$ cat src/rtl/plic_pkg.sv
// Shared types and register offsets for the PLIC context-0 claim/complete initiator.
package plic_pkg;

   typedef enum logic [2:0] {
      IDLE,
      CLAIM,
      RDWAIT,
      HANDOFF,
      SERVICE,
      COMPLETE,
      HOLDOFF
   } plic_state_e;

   localparam logic [25:0] CLAIM_OFFSET  = 26'h20_0004;
   localparam logic [25:0] ENABLE_OFFSET = 26'h00_2000;

endpackage

$ cat src/rtl/plic_claim_complete_initiator.sv
// Hart-side PLIC context-0 claim/complete initiator: claim read, core handoff, complete write.
// Optional feature: `PLIC_SPURIOUS_CNT_EN adds a saturating spurious-claim counter output.
module plic_claim_complete_initiator
   import plic_pkg::*;
#(
   parameter int unsigned        ADDR_W     = 26,
   parameter int unsigned        DATA_W     = 32,
   parameter int unsigned        ID_W       = 10,
   parameter logic [ADDR_W-1:0]  CLAIM_ADDR = ADDR_W'(CLAIM_OFFSET),
   parameter int unsigned        RD_LAT     = 1
) (
   input  logic              clk,
   input  logic              rst,
   input  logic              en,
   input  logic              context__0__eip,
   output logic              cs,
   output logic              we,
   output logic [ADDR_W-1:0] addr,
   output logic [DATA_W-1:0] wr_data,
   input  logic [DATA_W-1:0] rd_data,
   output logic              irq_valid,
   output logic [ID_W-1:0]   irq_id,
   input  logic              irq_ready,
   input  logic              irq_done,
`ifdef PLIC_SPURIOUS_CNT_EN
   output logic [15:0]       spurious_cnt,
`endif
   output logic              busy
);

   localparam int unsigned CNT_W = $clog2(RD_LAT + 1);

   plic_state_e       state_q, state_d;
   logic [CNT_W-1:0]  cnt_q, cnt_d;
   logic [ID_W-1:0]   id_q, id_d;
   logic              cs_q, cs_d;
   logic              we_q, we_d;
   logic [ADDR_W-1:0] addr_q, addr_d;
   logic [DATA_W-1:0] wr_data_q, wr_data_d;
   logic              irq_valid_q, irq_valid_d;
   logic              busy_q, busy_d;
   logic              rd_sample_c;
   logic              unused_rd_hi;

   // Upper claim-data bits carry no source ID.
   assign unused_rd_hi = ^rd_data[DATA_W-1:ID_W];
   assign rd_sample_c  = (state_q == RDWAIT) && (cnt_q == '0);

   always_ff @(posedge clk or negedge rst) begin
      if (!rst) begin
         state_q     <= IDLE;
         cnt_q       <= '0;
         id_q        <= '0;
         cs_q        <= 1'b0;
         we_q        <= 1'b0;
         addr_q      <= '0;
         wr_data_q   <= '0;
         irq_valid_q <= 1'b0;
         busy_q      <= 1'b0;
      end else begin
         state_q     <= state_d;
         cnt_q       <= cnt_d;
         id_q        <= id_d;
         cs_q        <= cs_d;
         we_q        <= we_d;
         addr_q      <= addr_d;
         wr_data_q   <= wr_data_d;
         irq_valid_q <= irq_valid_d;
         busy_q      <= busy_d;
      end
   end

   // Next state; outputs are decoded from the next state so they register in step with it.
   always_comb begin
      state_d     = state_q;
      cnt_d       = cnt_q;
      id_d        = id_q;
      cs_d        = 1'b0;
      we_d        = 1'b0;
      addr_d      = '0;
      wr_data_d   = '0;
      irq_valid_d = 1'b0;
      busy_d      = 1'b0;

      unique case (state_q)
         IDLE: begin
            if (en && context__0__eip) state_d = CLAIM;
         end
         CLAIM: begin
            state_d = RDWAIT;
            cnt_d   = CNT_W'(RD_LAT - 1);
         end
         RDWAIT: begin
            if (cnt_q == '0) begin
               id_d    = rd_data[ID_W-1:0];
               state_d = (id_d == '0) ? HOLDOFF : HANDOFF;
            end else begin
               cnt_d = cnt_q - CNT_W'(1);
            end
         end
         HANDOFF: begin
            if (irq_ready) state_d = irq_done ? COMPLETE : SERVICE;
         end
         SERVICE: begin
            if (irq_done) state_d = COMPLETE;
         end
         COMPLETE: begin
            state_d = HOLDOFF;
         end
         // eip already reflects the complete here, so the IDLE decision is taken on exit.
         HOLDOFF: begin
            state_d = (en && context__0__eip) ? CLAIM : IDLE;
         end
         default: state_d = IDLE;
      endcase

      cs_d        = (state_d == CLAIM) || (state_d == COMPLETE);
      we_d        = (state_d == COMPLETE);
      addr_d      = cs_d ? CLAIM_ADDR : '0;
      wr_data_d   = (state_d == COMPLETE) ? {(DATA_W-ID_W)'(0), id_q} : '0;
      irq_valid_d = (state_d == HANDOFF);
      busy_d      = (state_d != IDLE);
   end

`ifdef PLIC_SPURIOUS_CNT_EN
   logic [15:0] spur_q, spur_d;

   // Count ID-0 claims, saturating at all-ones.
   always_comb begin
      spur_d = spur_q;
      if (rd_sample_c && (rd_data[ID_W-1:0] == '0) && (spur_q != 16'hFFFF))
         spur_d = spur_q + 16'd1;
   end

   always_ff @(posedge clk or negedge rst) begin
      if (!rst) spur_q <= '0;
      else      spur_q <= spur_d;
   end

   assign spurious_cnt = spur_q;
`else
   logic unused_rd_sample;
   assign unused_rd_sample = rd_sample_c;
`endif

   assign cs        = cs_q;
   assign we        = we_q;
   assign addr      = addr_q;
   assign wr_data   = wr_data_q;
   assign irq_valid = irq_valid_q;
   assign irq_id    = id_q;
   assign busy      = busy_q;

endmodule

$ cat config.mk
export PLATFORM = sky130hd
export DESIGN_NAME = plic_claim_complete_initiator
export DESIGN_NICKNAME = d
export VERILOG_FILES = /design/src/rtl/plic_pkg.sv /design/src/rtl/plic_claim_complete_initiator.sv
export SDC_FILE = /design/constraint.sdc
export NUM_CORES = 1
export LEC_CHECK = 0
export BUFFER_PORTS_ARGS = -buffer_cell sky130_fd_sc_hd__buf_4
export CAP_MARGIN = 20
export CORE_MARGIN = 4
export CORE_UTILIZATION = 40
export DETAILED_ROUTE_END_ITERATION = 8
export PLACE_DENSITY = 0.8
export SLEW_MARGIN = 30
export SYNTH_ARGS = -nofsm -noshare
export SYNTH_HDL_FRONTEND = slang
export SYNTH_SLANG_ARGS = --single-unit
$ cat constraint.sdc
create_clock -name clk -period 1.67 [get_ports clk]
set_input_delay 0 -clock clk [delete_from_list [all_inputs] [get_ports clk]]
set_output_delay 0 -clock clk [all_outputs]
set_load 0.005 [all_outputs]
* Word level (Yosys, flattened, before mapping) *
Cells that the tools add are included.

word-level totals
  register bits after elaboration = 76
  word-level logic and storage cells = 39
  output and inout port bits = 72
  input port bits = 38

cells by class
  equal/unequal tests = 9
  mux-type cells = 12
  add/sub/neg operators = 1
  bitwise logic cells = 1
  reduce and logical (&&, ||, !) cells = 7

operators by type and width
  operator                                        count
  2-to-1 mux 22 bit                               1
  case mux 3 bit (7 select lines)                 1
  2-to-1 mux 3 bit                                5
  == test 3 bit (second input constant)           4
  zero test 10 bit                                1
  2-to-1 mux 10 bit                               1
  == test 3 x 2 -> 1 bit (second input constant)  3
  == test 3 x 1 -> 1 bit (second input constant)  2
  zero test 3 bit                                 1
  2-to-1 mux 1 bit                                3
  nonzero test 3 bit                              1
  case mux 1 bit (2 select lines)                 1
  AND reduction 2 bit                             1
  nonzero test 2 bit                              1
  logical AND 1 bit                               1
  logical OR 1 bit                                1
  NOT 1 bit                                       1
  subtractor 1 bit (second input constant)        1

* Depth between registers and ports, before layout *
Gate-level depths: netlist of run 1.

  word-level depth = 7
  depth in mapped cells = 6
  mapped depth without buffers = 4

* Worst setup path after synthesis of run 1 *
Ideal clock, no wire load.

  path type = flip-flop to flip-flop
  from = register state_q[1]
  to = register wr_data_q[0] (netlist: wr_data[0])
  buffers on the path = 1
  setup slack = 181 ps
  required time = 1553 ps
  clock period less this slack = 1489 ps
  cell stages (with the launch flop) = 6
  arrival time = 1372 ps
  library setup time = 117 ps
  path through = dfrtp_1 > nor2b_1 > and2b_1 > a221oi_4 > buf_6 > nor2_2

on the way
  word-level cells in the longest chain between the ends = 4
  elaborated cells between the ends (all ways) = 14
  classes of those cells = eq/ne: 7; mux: 6; reduce/logical: 1

ends and longest elaborated chain
  element                                line                                  text
  start: declaration                     plic_claim_complete_initiator.sv:33   plic_state_e state_q, state_d;
  start signal: assignment               plic_claim_complete_initiator.sv:61   state_q <= state_d;
  == test 3 bit (tied with other cells)  plic_claim_complete_initiator.sv:85   unique case (state_q)
  case mux 3 bit (7 select lines) (*)    plic_claim_complete_initiator.sv:85
  == test 3 bit (*)                      plic_claim_complete_initiator.sv:120  wr_data_d = (state_d == COMPLETE) ? {(DATA_W-ID_W)'(0), id_q} : '0;
  2-to-1 mux 10 bit (*)                  plic_claim_complete_initiator.sv:120
  named net wr_data_d[0]                 plic_claim_complete_initiator.sv:39   logic [DATA_W-1:0] wr_data_q, wr_data_d;
  end signal: assignment                 plic_claim_complete_initiator.sv:67   wr_data_q <= wr_data_d;
  end: declaration                       plic_claim_complete_initiator.sv:39

Mark *: on every way through the listed nets, which the timed path passes. The rest lies on a longest branch.
A chain may end at the register's enable or synchronous reset.

* Worst setup path in the final report of run 1 *
  from = input port rd_data[7]
  to = register wr_data_q[2] (netlist: wr_data[2])

on the way
  word-level cells in the longest chain between the ends = 6

ends and longest elaborated chain
  element                          line                                  text
  start: declaration               plic_claim_complete_initiator.sv:20   input logic [DATA_W-1:0] rd_data,
  zero test 10 bit                 plic_claim_complete_initiator.sv:96   state_d = (id_d == '0) ? HOLDOFF : HANDOFF;
  2-to-1 mux 3 bit                 plic_claim_complete_initiator.sv:96
  2-to-1 mux 3 bit                 plic_claim_complete_initiator.sv:94   if (cnt_q == '0) begin
  case mux 3 bit (7 select lines)  plic_claim_complete_initiator.sv:85
  == test 3 bit                    plic_claim_complete_initiator.sv:120
  2-to-1 mux 10 bit                plic_claim_complete_initiator.sv:120
  named net wr_data_d[2]           plic_claim_complete_initiator.sv:39

The timed path passes the listed nets, and every way through them passes these cells.

==> results of run 1 <==
-- stage by stage --
step	total power, mW	instance area [um^2]	cells
final	2.92	1860	238
after global routing	3.14	1860	238
after CTS	2.76	1810	237
after detailed placement	2.38	1650	222
after global placement	2.35	1650	222
after floorplan	1.91	1640	184
-- critical path, delay by kind of cell --
family,cells,cell delay (ns)
and+or+nand+nor,3,0.35
buffers and inverters,3,0.94
AOI/OAI and AO/OA,1,0.49
-- cell usage after synthesis --
master | number | area share
inv_2 | 1 | 0.0025
mux2_2 | 10 | 0.077
conb_1 | 1 | 0.0025
nand3b_1 | 1 | 0.0051
a221oi_4 | 1 | 0.018
nor2b_1 | 4 | 0.017
nand4b_1 | 1 | 0.0060
and2_1 | 1 | 0.0043
nand2_1 | 11 | 0.028
a21boi_1 | 1 | 0.0051
nor2_2 | 9 | 0.038
nor2_1 | 6 | 0.015
and2b_1 | 1 | 0.0051
a32o_1 | 1 | 0.0068
buf_2 | 2 | 0.0068
nand2b_1 | 1 | 0.0043
nor3_1 | 3 | 0.010
buf_6 | 1 | 0.0077
buf_4 | 49 | 0.25
o21a_1 | 1 | 0.0051
nand3_1 | 1 | 0.0034
a21oi_1 | 1 | 0.0034
nor4_1 | 1 | 0.0043
dfrtp_1 | 27 | 0.46
nor4_2 | 1 | 0.0085
o21ai_1 | 2 | 0.0068
-- registers in the layout, indices dropped and copies added, names as in the netlist --
signal and count:
wr_data 10, we 1, busy 1, addr 1
irq_id 10, state_q 3, irq_valid 1
-- repair_timing --
action | CTS | global route
setup buffers | 0 | 3
gates resized for setup | 0 | 5
setup endpoints to repair | 0 | 13
hold buffers | 11 | 0
endpoints found under the hold margin | 37 | 0
-- final timing paths --
check | startpoint | end | cells after the start
max in group asynchronous | rst | state_q[2] | 2
setup reg to reg | state_q[1] | irq_valid | 6
hold / removal | irq_ready | irq_valid | 4
min in group asynchronous | rst | state_q[1] | 2
setup / recovery | rd_data[7] | wr_data[2] | 7
hold reg to reg | irq_id[9] | wr_data[9] | 2
-- logic make-up after synthesis --
kind of cell           Yosys count  synth area share
buffers and inverters           53             0.267
other                            1           0.00255
DFF                             27             0.459
AOI/OAI and AO/OA                7            0.0451
muxes                           10            0.0765
and+or+nand+nor                 41             0.150
-- metal layers --
metal	vias to the layer above	part of all wire	global-route usage
met2	53	0.51	0.185
met4	0	0.0095	0.0447
li1	459	-	-
met3	2	0.094	0.0178
met1	432	0.38	0.148
met5	-	0	0
-- power by group through the flow --
stage	Sequential [mW]	Clock, mW	Combinational (mW)
4_1_cts	1.07	0.366	1.33
3_5_place_dp	1.08	0	1.30
3_3_place_gp	1.07	0	1.27
5_1_grt	1.11	0.392	1.63
2_1_floorplan	1.07	0	0.844
6_report	1.08	0.356	1.49
-- cell type report --
type	count	share of cell area
Sequential cell	27	0.363
Multi-Input combinational cell	104	0.322
Timing Repair Buffer	56	0.257
Tap cell	46	0.0309
Clock buffer	3	0.0222
Clock inverter	1	0.00269
Inverter	1	0.00201
==> summary.txt, run 1 <==
status: completed
clk root buf: clkbuf_8
VDD IR-drop max: 0.485 mV
FF+latch count, synth: 27
CP Launch Type: input pin
Clock Sinks: 27
Area growth syn-to-layout: 26.6%
residual DRC count: 0
# fillers: 316
Mapped Area: 1470 um^2
layout cells sized above 1: 0.385
HP Class: input pin to register
CTS buffer count: 3
core region area: 3440 um^2
Die Ht: 68.7 um
Total GRT Usage: 0.113
minimum clock period: 1.61 ns
WL per Instance: 11.5 um
Avg Inst Size Synth: 10.6 um^2
max_cap viols: 0
Critical Path RT: 1.83 ns
DRT Pass-1 Iters: 4
Seq pwr share: 0.368
final wirelength: 2740 um
worst clock skew: 0.00348 ns
GPL Wtd Cong: 0.815
crit-path cells: dlygate4sd3_1 -> buf_4 -> nor4_4 -> nand3_2 -> a221oi_4 -> clkbuf_16 -> nor2_2
final setup margin: 0.0570 ns
ratio of final minimum period to clock period: 0.966
endpoints failing setup: 0
IO Pins: 110
Clock power frac: 0.122
Final Util: 0.541
Crit Path Class: input pin to register
Multi-input gate area: 601 um^2
vias in the first global route: 841
Worst path max stage delay: 0.55 ns
Post-DRT Antenna Nets: 0
clk_lat worst skew: 0.26 ns
antenna violations before repair: 0
clk buf depth: 2
Pwr Density: 1570 nW/um^2
largest net degree at the start of global routing: 28
PortBufs: 41
Initial Util: 0.427
worst hold slack: 0.150 ns
Vias per Instance: 3.97
via count: 946
Final Max Tran Viols: 0
CP Max Fanout: 6
Sw Share: 0.342
Initial DRC Count: 51
CP arrival: 1.78 ns
cells after synthesis: 139
Power Internal: 1.92 mW
most frequent cells in the layout: conb_1, buf_4, dfrtp_1, nand2_1, dlygate4sd3_1
Final Hold Viols: 0
Die ar.: 4710 um^2
DP Worst Slack: 0.0946 ns
Gate power share: 0.510
Critical Path Sink Type: register
Setup TNS Final: 0 ns
sw power: 1.00 mW
sequential cell area fraction in the yosys report: 0.459
Post-DP HPWL: 1990 um
Clock Pin Slew Worst Setup and Hold Paths: 0.09 ns
CTS tree: yes
most common cell after layout, fill and taps aside: conb_1
H-tree lvl count: 1
fmax: 0.620 GHz
library cells used by synthesis: 26
FF-to-FF setup slack: 0.07 ns
NumNets Final: 231
GRT overflow: 0
RSZ-0062 raised after global routing: false
first-pass GRT wire length: 4000 um
antenna cell count: 0
Row Count: 21
Die X: 68.7 um
CP max-delay cell: dlygate4sd3_1
register area: 677 um^2
synth warn: 0
Static Leak: 0.921 nW
Note: power is estimated with default switching activity, not from simulation.
==> inputs of run 2 (changes only) <==
--- a/config.mk
+++ b/config.mk
@@ -11,6 +11,7 @@
 export CORE_UTILIZATION = 40
 export DETAILED_ROUTE_END_ITERATION = 8
 export PLACE_DENSITY = 0.8
+export SETUP_SLACK_MARGIN = 0.4
 export SLEW_MARGIN = 30
 export SYNTH_ARGS = -nofsm -noshare
 export SYNTH_HDL_FRONTEND = slang
==> summary.txt, run 2 (synthesis gave the netlist of run 1 again) <==
status: completed (unchanged)
residual DRC count: 0 (unchanged)
Die ar.: 4710 um^2 (unchanged)
core region area: 3440 um^2 (unchanged)
Post-DRT Antenna Nets: 0 (unchanged)
antenna violations before repair: 0 (unchanged)
H-tree lvl count: 1 (unchanged)
GPL Wtd Cong: 0.778 (was 0.815)
via count: 1055 (was 946)
Die Ht: 68.7 um (unchanged)
Setup TNS Final: 0 ns (unchanged)
final wirelength: 3400 um (was 2740 um)
Critical Path RT: 1.84 ns (was 1.83 ns)
max_cap viols: 0 (unchanged)
Pwr Density: 1740 nW/um^2 (was 1570 nW/um^2)
crit-path cells: nor2b_4 -> and2b_2 -> a221oi_4 -> buf_12 -> buf_12 -> nor2b_1 (was dlygate4sd3_1 -> buf_4 -> nor4_4 -> nand3_2 -> a221oi_4 -> clkbuf_16 -> nor2_2)
Area growth syn-to-layout: 38.1% (was 26.6%)
WL per Instance: 13.6 um (was 11.5 um)
clk_lat worst skew: 0.27 ns (was 0.26 ns)
Final Hold Viols: 0 (unchanged)
register area: 678 um^2 (was 677 um^2)
CP Launch Type: register (was input pin)
antenna cell count: 0 (unchanged)
PortBufs: 41 (unchanged)
Row Count: 21 (unchanged)
Critical Path Sink Type: register (unchanged)
DR top layer: met4 (unchanged)
minimum clock period: 1.51 ns (was 1.61 ns)
first-pass GRT wire length: 4550 um (was 4000 um)
Sw Share: 0.353 (was 0.342)
CTS tree: yes (unchanged)
HP Class: input pin to asynchronous set/reset pin (was input pin to register)
CTS buffer count: 3 (unchanged)
Gate power share: 0.585 (was 0.510)
Crit Path Class: register to register (was input pin to register)
Stages on worst setup path: 6 (was 7)
IO Pins: 110 (unchanged)
DP Cell Count: 222 (unchanged)
final cell count without fillers: 249 (was 238)
Most Frequent Cell on Critical Path: buf_12
# fillers: 279 (was 316)
clk buf depth: 2 (unchanged)
ratio of final minimum period to clock period: 0.905 (was 0.966)
Total GRT Usage: 0.136 (was 0.113)
RSZ-0062 raised after global routing: true (was false)
DRT Pass-1 Iters: 4 (unchanged)
Static Leak: 0.998 nW (was 0.921 nW)
Final Max Tran Viols: 0 (unchanged)
Seq pwr share: 0.311 (was 0.368)
worst clock skew: 0.000789 ns (was 0.00348 ns)
Power Internal: 2.28 mW (was 1.92 mW)
most common cell after layout, fill and taps aside: buf_4 (was conb_1)
vias in the first global route: 933 (was 841)
Initial DRC Count: 61 (was 51)
VDD IR-drop max: 0.649 mV (was 0.485 mV)
CP max-delay cell: dfrtp_1 (was dlygate4sd3_1)
fmax: 0.662 GHz (was 0.620 GHz)
Buf+Inv Stages, Crit Path: 2 (was 3)
Die X: 68.7 um (unchanged)
Clock Sinks: 27 (unchanged)
Initial Util: 0.427 (unchanged)
routed length on met1: 1150 um (was 1050 um)
Post-DP HPWL: 1980 um (was 1990 um)
Worst Setup SP: state_q[1] (was rd_data[7])
Routed met3 length: 369 um (was 259 um)
sw power: 1.25 mW (was 1.00 mW)
NumNets Final: 242 (was 231)
layout cells sized above 1: 0.448 (was 0.385)
met2 wire len: 1740 um (was 1410 um)
Multi-input gate area: 643 um^2 (was 601 um^2)
R2R depth: 6 (unchanged)
Worst path max stage delay: 0.41 ns (was 0.55 ns)
Clock power frac: 0.103 (was 0.122)
GRT overflow: 0 (unchanged)
CP Max Fanout: 7 (was 6)
reg-to-reg startpoint: state_q[1] (unchanged)
CP arrival: 1.68 ns (was 1.78 ns)
largest net degree at the start of global routing: 28 (unchanged)
most frequent cells in the layout: buf_4, conb_1, dfrtp_1, nand2_1, dlygate4sd3_1 (was conb_1, buf_4, dfrtp_1, nand2_1, dlygate4sd3_1)
clk root buf: clkbuf_8 (unchanged)
endpoints failing setup: 0 (unchanged)
Vias per Instance: 4.24 (was 3.97)
Clock Pin Slew Worst Setup and Hold Paths: 0.09 ns (about the same)
crit-path leading delay family: flip-flops (was buffers and inverters)
-- run 2: final timing paths --
check	to	slack (ns)
min in group clk	state_q[2]	0.23
min reg2reg	wr_data[9]	0.53
min	irq_valid	0.18
max in group asynchronous	state_q[0]	1.22
max reg2reg	we	0.16
max	we	0.16
-- run 2: layer usage --
layer  global-route usage  vias to the layer above
met3               0.0324                       12
met5                    0                        -
met1                0.145                      487
met4               0.0819                        0
met2                0.238                       74
li1                     -                      482
-- run 2: metrics by stage --
step | util | cell area [um^2] | hold WS [ns] | setup WS (ns) | power (mW)
final | 0.590 | 2030 | 0.185 | 0.159 | 3.53
after global routing | 0.590 | 2030 | 0.228 | 0.0994 | 3.74
after CTS | 0.559 | 1930 | 0.153 | 0.185 | 3.18
after detailed placement | 0.480 | 1650 | -0.0762 | 0.117 | 2.38
after global placement | 0.480 | 1650 | -0.0795 | 0.183 | 2.34
after floorplan | - | 1640 | -0.296 | 0.206 | 1.91
-- run 2: power by group through the flow --
stage               Combinational (mW)  Clock [mW]  Sequential (mW)
floorplan                        0.843           0             1.07
global placement                  1.26           0             1.08
detailed placement                1.29           0             1.09
CTS                               1.74       0.362             1.08
global route                      2.22       0.395             1.13
finish                            2.07       0.364             1.10
-- run 2: what timing repair did --
action | CTS | global route
pin swaps | 2 | 2
buffers inserted | 6 | 4
hold endpoints to repair | 37 | 0
gates cloned | 1 | 1
hold buffers | 11 | 0
resized for setup | 12 | 11
setup endpoints to repair | 25 | 25
-- run 2: cell type report --
| cell class | count | area share |
|---|---|---|
| tap | 46 | 0.0283 |
| multi-input combinational | 104 | 0.317 |
| sequential | 27 | 0.334 |
| inverter | 1 | 0.00185 |
| clock buffer | 4 | 0.0222 |
| timing repair buffer | 67 | 0.297 |
==> inputs of run 3 (changes only) <==
==> constraint.sdc (replaced) <==
create_clock -name clk -period 1.47 [get_ports clk]
set_input_delay 0 -clock clk [delete_from_list [all_inputs] [get_ports clk]]
set_output_delay 0 -clock clk [all_outputs]
set_load 0.005 [all_outputs]
==> summary.txt, run 3 (synthesis gave the netlist of run 1 again) <==
Clock Pin Slew Worst Setup and Hold Paths: 0.08 ns (was 0.09 ns)
Post-DP HPWL: 2030 um (was 1980 um)
clk root buf: clkbuf_8 (unchanged)
Post-DRT Antenna Nets: 0 (unchanged)
R2R depth: 5 (was 6)
Initial DRC Count: 54 (was 61)
largest net degree at the start of global routing: 28 (unchanged)
antenna violations before repair: 0 (unchanged)
FF-to-FF End: wr_data[9] (was we)
final wirelength: 2710 um (was 3400 um)
Gate power share: 0.520 (was 0.585)
CP Launch Type: register (unchanged)
max_cap viols: 0 (unchanged)
layout cells sized above 1: 0.444 (was 0.448)
most frequent cells in the layout: buf_4, conb_1, dfrtp_1, nand2_1, dlygate4sd3_1 (unchanged)
Initial Util: 0.427 (unchanged)
Hold Startpoint: irq_ready
Area growth syn-to-layout: 30.0% (was 38.1%)
ratio of final minimum period to clock period: 0.976 (was 0.905)
CTS tree: yes (unchanged)
CP arrival: 1.60 ns (was 1.68 ns)
Static Leak: 0.949 nW (was 0.998 nW)
Pwr Density: 1780 nW/um^2 (was 1740 nW/um^2)
GPL Wtd Cong: 0.795 (was 0.778)
fmax: 0.697 GHz (was 0.662 GHz)
IO Pins: 110 (unchanged)
most common cell after layout, fill and taps aside: buf_4 (unchanged)
VDD IR-drop max: 0.609 mV (was 0.649 mV)
PortBufs: 41 (unchanged)
reg-to-reg startpoint: state_q[1] (unchanged)
core region area: 3440 um^2 (unchanged)
worst clock skew: 0.00211 ns (was 0.000789 ns)
CTS buffer count: 3 (unchanged)
status: completed (unchanged)
GRT overflow: 0 (unchanged)
Setup TNS Final: 0 ns (unchanged)
endpoints failing setup: 0 (unchanged)
Die Ht: 68.7 um (unchanged)
DRT Pass-1 Iters: 4 (unchanged)
Sw Share: 0.341 (was 0.353)
clk buf depth: 2 (unchanged)
Critical Path RT: 1.64 ns (was 1.84 ns)
DP Cell Count: 226 (was 222)
final cell count without fillers: 244 (was 249)
via count: 993 (was 1055)
minimum clock period: 1.44 ns (was 1.51 ns)
Die ar.: 4710 um^2 (unchanged)
Seq pwr share: 0.362 (was 0.311)
Total GRT Usage: 0.112 (was 0.136)
CP Max Fanout: 12 (was 7)
first-pass GRT wire length: 3880 um (was 4550 um)
clk_lat worst skew: 0.27 ns (about the same)
RSZ-0062 raised after global routing: true (unchanged)
Critical Path Sink Type: register (unchanged)
Power Internal: 2.25 mW (was 2.28 mW)
Final Hold Viols: 0 (unchanged)
Final Max Tran Viols: 0 (unchanged)
Clock power frac: 0.117 (was 0.103)
antenna cell count: 0 (unchanged)
Hold Path Cell Cnt: 4
Vias per Instance: 4.07 (was 4.24)
FF-to-FF setup slack: 0.03 ns (was 0.16 ns)
NumNets Final: 237 (was 242)
residual DRC count: 0 (unchanged)
sw power: 1.16 mW (was 1.25 mW)
Crit Path Class: register to register (unchanged)
H-tree lvl count: 1 (unchanged)
Row Count: 21 (unchanged)
Clock Sinks: 27 (unchanged)
vias in the first global route: 873 (was 933)
HP Class: input pin to register (was input pin to asynchronous set/reset pin)
WL per Instance: 11.1 um (was 13.6 um)
Die X: 68.7 um (unchanged)
Worst Hold Path EP: irq_valid
-- run 3: area by class of cell --
class	count	area (um^2)
Clock buffer	3	41.3
Clock inverter	1	5.00
Fill cell	309	1530
Inverter	1	3.75
Multi-Input combinational cell	104	614
Sequential cell	27	678
Tap cell	46	57.6
Timing Repair Buffer	62	513
-- run 3: timing repair --
action,CTS,global route
setup endpoints to repair,27,27
pin swaps,1,3
setup buffers,1,2
hold buffers,11,0
resized for setup,7,8
gates cloned,0,0
hold endpoints to repair,37,0
-- run 3: power by group through the flow --
| stage | Sequential (mW) | Clock (mW) | Combinational, mW |
|---|---|---|---|
| 4_1_cts | 1.22 | 0.413 | 1.65 |
| 5_1_grt | 1.27 | 0.440 | 1.94 |
| 6_report | 1.23 | 0.400 | 1.77 |
| 2_1_floorplan | 1.22 | 0 | 0.958 |
| 3_3_place_gp | 1.21 | 0 | 1.53 |
| 3_5_place_dp | 1.23 | 0 | 1.56 |
-- run 3: metrics by stage --
| step | power, mW | cell area [um^2] | utilization | hold slack [ns] | worst slack [ns] |
|---|---|---|---|---|---|
| 4_1_cts | 3.29 | 1860 | 0.542 | 0.153 | 0.0156 |
| 6_report | 3.41 | 1910 | 0.556 | 0.151 | 0.0347 |
| 2_1_floorplan | 2.17 | 1640 | - | -0.296 | 0.00637 |
| 5_1_grt | 3.66 | 1910 | 0.556 | 0.156 | -0.0405 |
| 3_3_place_gp | 2.74 | 1680 | 0.489 | -0.0797 | 0.0326 |
| 3_5_place_dp | 2.79 | 1680 | 0.489 | -0.0770 | -0.0331 |
-- run 3: worst max-delay path by stage --
stage	startpoint	to	slack (ns)	depth (start not counted)
2_1_floorplan	state_q[1]	wr_data[0]	0.006	5
3_3_place_gp	state_q[2]	irq_id[7]	0.03	4
3_5_place_dp	state_q[2]	irq_id[8]	-0.03	4
4_1_cts	state_q[1]	busy	0.02	5
5_1_grt	state_q[1]	wr_data[9]	-0.04	5
6_report	state_q[1]	wr_data[9]	0.03	5
-- run 3: worst max-delay path, stage by stage (launching register included) --
cell and delay (ns):
dfrtp_1 0.39, nor2b_4 0.13, and2b_2 0.22, a221oi_4 0.35, buf_12 0.18, nor2_1 0.05
-- run 3: routing by layer --
layer,wire length [um],part of all wire,track usage
met5,0,0,0
met4,40,0.015,0.0372
met3,296,0.11,0.0276
met2,1440,0.53,0.203
met1,933,0.34,0.127
